File: config.mk
export PLATFORM = sky130hd
export DESIGN_NAME = shift_issue_stage
export DESIGN_NICKNAME = d
export VERILOG_FILES = /design/src/rtl/shift_issue_stage.sv
export SDC_FILE = /design/constraint.sdc
export NUM_CORES = 1
export LEC_CHECK = 0
export CORE_ASPECT_RATIO = 0.9
export CORE_MARGIN = 8
export CORE_UTILIZATION = 39
export DETAILED_ROUTE_END_ITERATION = 8
export PLACE_DENSITY_LB_ADDON = 0.08
export SYNTH_ARGS = -nofsm -noshare
export SYNTH_HDL_FRONTEND = slang
export SYNTH_SLANG_ARGS = --single-unit
File: constraint.sdc
create_clock -name clk -period 5.85 [get_ports clk]
set_input_delay 1.17 -clock clk [delete_from_list [all_inputs] [get_ports clk]]
set_output_delay 1.17 -clock clk [all_outputs]
set_load 0.01 [all_outputs]
File: src/rtl/shift_issue_stage.sv
// shift_issue_stage: ID->EX issue register for SLL/SRA/ROR; SHIFT_FWD_EN adds EX/MEM and MEM/WB forwarding of Rs
module shift_issue_stage #(
  parameter int DATA_W = 16,
  parameter int AMT_W  = 4,
  parameter int RA_W   = 4
) (
  input  logic              clk,
  input  logic              rst_n,
  input  logic              id_valid,
  output logic              id_ready,
  input  logic [3:0]        id_opcode,
  input  logic [RA_W-1:0]   id_rs_addr,
  input  logic [DATA_W-1:0] id_rs_data,
  input  logic [RA_W-1:0]   id_rd_addr,
  input  logic [AMT_W-1:0]  id_imm,
  input  logic              flush,
  input  logic              exmem_wr_en,
  input  logic [RA_W-1:0]   exmem_rd,
  input  logic [DATA_W-1:0] exmem_data,
  input  logic              memwb_wr_en,
  input  logic [RA_W-1:0]   memwb_rd,
  input  logic [DATA_W-1:0] memwb_data,
  output logic [DATA_W-1:0] Shift_In,
  output logic [AMT_W-1:0]  Shift_Val,
  output logic [1:0]        Mode,
  output logic [RA_W-1:0]   ex_rd,
  output logic              ex_valid,
  input  logic              ex_ready,
  output logic [15:0]       shift_cnt
);
  logic              is_shift;
  logic              accept;
  logic [DATA_W-1:0] rs_val;
  assign is_shift = id_opcode inside {4'b0100, 4'b0101, 4'b0110};
  assign id_ready = ~ex_valid | ex_ready;
  assign accept   = id_valid & id_ready & is_shift & ~flush;
`ifdef SHIFT_FWD_EN
  logic rs_nz;
  assign rs_nz = |id_rs_addr;
  always_comb
    rs_val = (exmem_wr_en && exmem_rd == id_rs_addr && rs_nz) ? exmem_data :
             (memwb_wr_en && memwb_rd == id_rs_addr && rs_nz) ? memwb_data : id_rs_data;
`else
  logic unused_fwd;
  assign unused_fwd = ^{exmem_wr_en, exmem_rd, exmem_data, memwb_wr_en, memwb_rd, memwb_data};
  assign rs_val = id_rs_data;
`endif
  always_ff @(posedge clk or negedge rst_n) begin
    if (!rst_n) begin
      ex_valid  <= 1'b0;
      Shift_In  <= '0;
      Shift_Val <= '0;
      Mode      <= 2'b00;
      ex_rd     <= '0;
      shift_cnt <= '0;
    end else begin
      ex_valid <= flush ? 1'b0 : accept | (ex_valid & ~ex_ready);
      if (accept) begin
        Shift_In  <= rs_val;
        Shift_Val <= id_imm;
        Mode      <= id_opcode[1:0];
        ex_rd     <= id_rd_addr;
        shift_cnt <= shift_cnt + 16'(~&shift_cnt);
      end
    end
  end
endmodule

==> summary.md <==
| Metric | Value |
|---|---|
| Core area | 4740 um2 |
| H-tree depth | 2 |
| Clock latency on the worst-skew pair | 300 ps |
| CP endpoint kind | output port |
| CTS Sinks | 43 |
| Setup Skew | 6.56 ps |
| Syn Inst Count | 191 |
| Worst setup SP type | input port |
| Sequential share of the synthesized area | 0.572 |
| Largest net degree at the start of global routing | 44 |
| Finish-stage setup viols | 0 |
| Worst Path Required | 4680 ps |
| Pre-CTS WS | 2330 ps |
| CTS Buf Count | 5 |
| Top cells by area, synth | dfrtp_1 57%, nand2_1 18%, nor4_2 5.3%, xor2_1 4.7%, ha_1 2.0% |
| Comb pwr share | 0.255 |
| Mapped Area | 1880 um2 |
| Root buffer cell | clkbuf_8 |
| CTS tree | done |
| Post-CTS Setup Inserts | 0 |
| Total Nets Final | 349 |
| Die Y | 81.9 um |
| Top-Level Pins | 123 |
| 1st-iter DRT viols | 42 |
| Syn Nets | 273 |
| Vias in the first global route | 1577 |
| Routed Antenna Nets | 0 |
| Max Slew Vio Count | 0 |
| NetSw | 227 uW |
| Detailed Place HPWL | 3.19 mm |
| Footprint of the multi-input gates | 747 um2 |
| CP delay by family, top | buffers and inverters |
| Total of max-cap violations | 0 |
| Drt wl/cell | 13.6 um |
| Sequential cell area | 1080 um2 |
| Fillcell total | 444 |
| Area Overhead vs Synth | 48.6% |
| Biggest cell delay along the critical path | 570 ps |
| DRC | 0 |
| Initial Util | 0.397 |
| Critical path's slowest cell | clkdlybuf4s50_1 |
| Die X | 89.2 um |
| Longest Clk Path Bufs | 2 |
| Routed WL | 4.53 mm |
| Critical path arrival | 2350 ps |
| Core Rows | 24 |
| Pwr dens | 297 nW/um2 |
| Pint | 603 uW |
| Final hold violation count | 0 |
| Critical path class | input port to output port |
| Switching Share | 0.274 |
| DR vias | 1515 |
| Cell depth of the worst setup path | 3 |
| Initial antenna violation count | 0 |
| Post_cts resized | 0 |
| N_diodes | 0 |
| Synth top area share | 0.572 |
| FF+latch count, synth | 43 |
| Worst-Margin Slew | 948 ps |
| Cell variety after synth | 23 |
| Worst hold path class | register to register |
| I/O Buffers | 76 |
| Critical path peak fanout | 4 |
| Syn. warnings | 0 |
| Average vias per placed instance | 4.55 |
| Crit-path cells | clkdlybuf4s50_1, nand2b_1, clkdlybuf4s50_1 |
| Overflow after GRT | 0 |
| Outcome | completed |
| Share of layout cells above drive strength 1 | 0.0821 |
| Routability cong. | 0.708 |
| Slack of the critical path | 2330 ps |
| Clk slew on worst S/H paths | 80 ps |
| Fmax | 284 MHz |
| Cell mode on critical path | clkdlybuf4s50_1 |
| Fin crit share | 0.602 |
| Total Routing Usage GR | 0.135 |
| Sequential power share | 0.456 |
| Die area | 7310 um2 |
| Final TNS setup | 0 ps |
| Hold depth | 2 |
| CTS Hold Bufs | 0 |
| Static Leakage | 0.00132 uW |
| Slew Limit Headroom | 0.368 |
| Final Critical Period | 3520 ps |
| Worst path bufs/invs | 2 |
| Clk pwr share | 0.289 |
| RSZ-0062 raised after global routing | false |
| First-pass GRT wire length | 7.63 mm |
| VDD IR-drop max | 0.190 mV |
| Leading area contributor after synthesis | dfrtp_1 |
| Mean Syn Cell Area | 9.85 um2 |
| Cells on worst reg2reg path | 8 |
| DRT Pass-1 Iters | 4 |
| Final Util | 0.589 |
-- state kept, by name (all words and copies together) (netlist names) --
signal and count:
Mode 2, shift_cnt 16, ex_valid 1, Shift_Val 4
Shift_In 16, ex_rd 4
-- tightest hold or removal path: stages (launching register included) --
cell and delay, ps:
dfrtp_1 350, nand2_1 50, nand2_1 50
-- logic make-up (layout without fill, tap and decap cells) --
group	count (synthesis)	after routing	synth area share
xor+xnor	14	14	0.0652
fa+ha+maj	3	3	0.0199
buf+inv	11	88	0.0312
compound gates	1	1	0.00266
flops	43	43	0.572
simple gates	119	119	0.309
-- metal layers --
layer / track usage / routed length (um) / vias to the layer above
met2: 0.219 / 2140 / 43
li1: - / - / 762
met5: 0 / 0 / -
met4: 0.0531 / 63 / 0
met1: 0.154 / 1900 / 703
met3: 0.0590 / 423 / 7
-- power groups by stage --
stage          logic, uW  clock network, uW  registers [uW]
6_report             212                240             379
2_1_floorplan       54.6                  0             404
5_1_grt              234                257             386
4_1_cts              218                247             379
3_3_place_gp         215                  0             383
3_5_place_dp         216                  0             385
-- cell usage after synthesis --
cell and count:
nor4_2 8, and2_1 1, nand2b_1 1, and3_1 1, xor2_1 10, nand2_4 1
buf_4 1, buf_6 1, or4_1 1, nor3_1 2, dfrtp_1 43, inv_1 3
xnor2_1 4, ha_1 3, nand2_1 92, nand3_1 5, clkbuf_1 1, a21oi_1 1
and4_4 2, nand3_2 1, buf_2 5, nand4_1 3, and4bb_1 1
-- per-stage QoR --
step                      std cells  cell area (um2)  total power [uW]  hold slack (ps)
after CTS                       333             2800               844              482
after global placement          325             2680               598              456
final                           333             2800               830              474
after global routing            333             2800               876              496
after floorplan                 191             1880               459              511
after detailed placement        325             2680               601              461
-- path summary, 6_finish.rpt --
path | start | endpoint | slack (ps)
worst min-delay path | Shift_In[5] | Shift_In[5] | 470
worst max-delay path | ex_ready | id_ready | 2330
max in group asynchronous | rst_n | Shift_In[3] | 4250
worst max register to register | shift_cnt[7] | shift_cnt[8] | 3380
min in group asynchronous | rst_n | ex_rd[2] | 1020
worst min register to register | Shift_In[5] | Shift_In[5] | 470
-- layout by cell type (no fill, tap or decap), types with 2 or more instances in the layout --
cell	Yosys	routed
clkbuf_8	0	6
nor3_1	2	2
nand4_1	3	3
ha_1	3	3
dfrtp_1	43	43
nand2_1	92	92
and4_4	2	2
inv_1	3	3
clkdlybuf4s50_1	0	75
nor4_2	8	8
nand3_1	5	5
xor2_1	10	10
xnor2_1	4	4
-- final cells by class --
class                           count  share of cell area
Clock inverter                      2              0.0125
Multi-Input combinational cell    137               0.267
Tap cell                           65              0.0291
Sequential cell                    43               0.385
Inverter                            3             0.00403
Timing Repair Buffer               77               0.273
Clock buffer                        6              0.0295
Power figures use the tool's default switching activity.
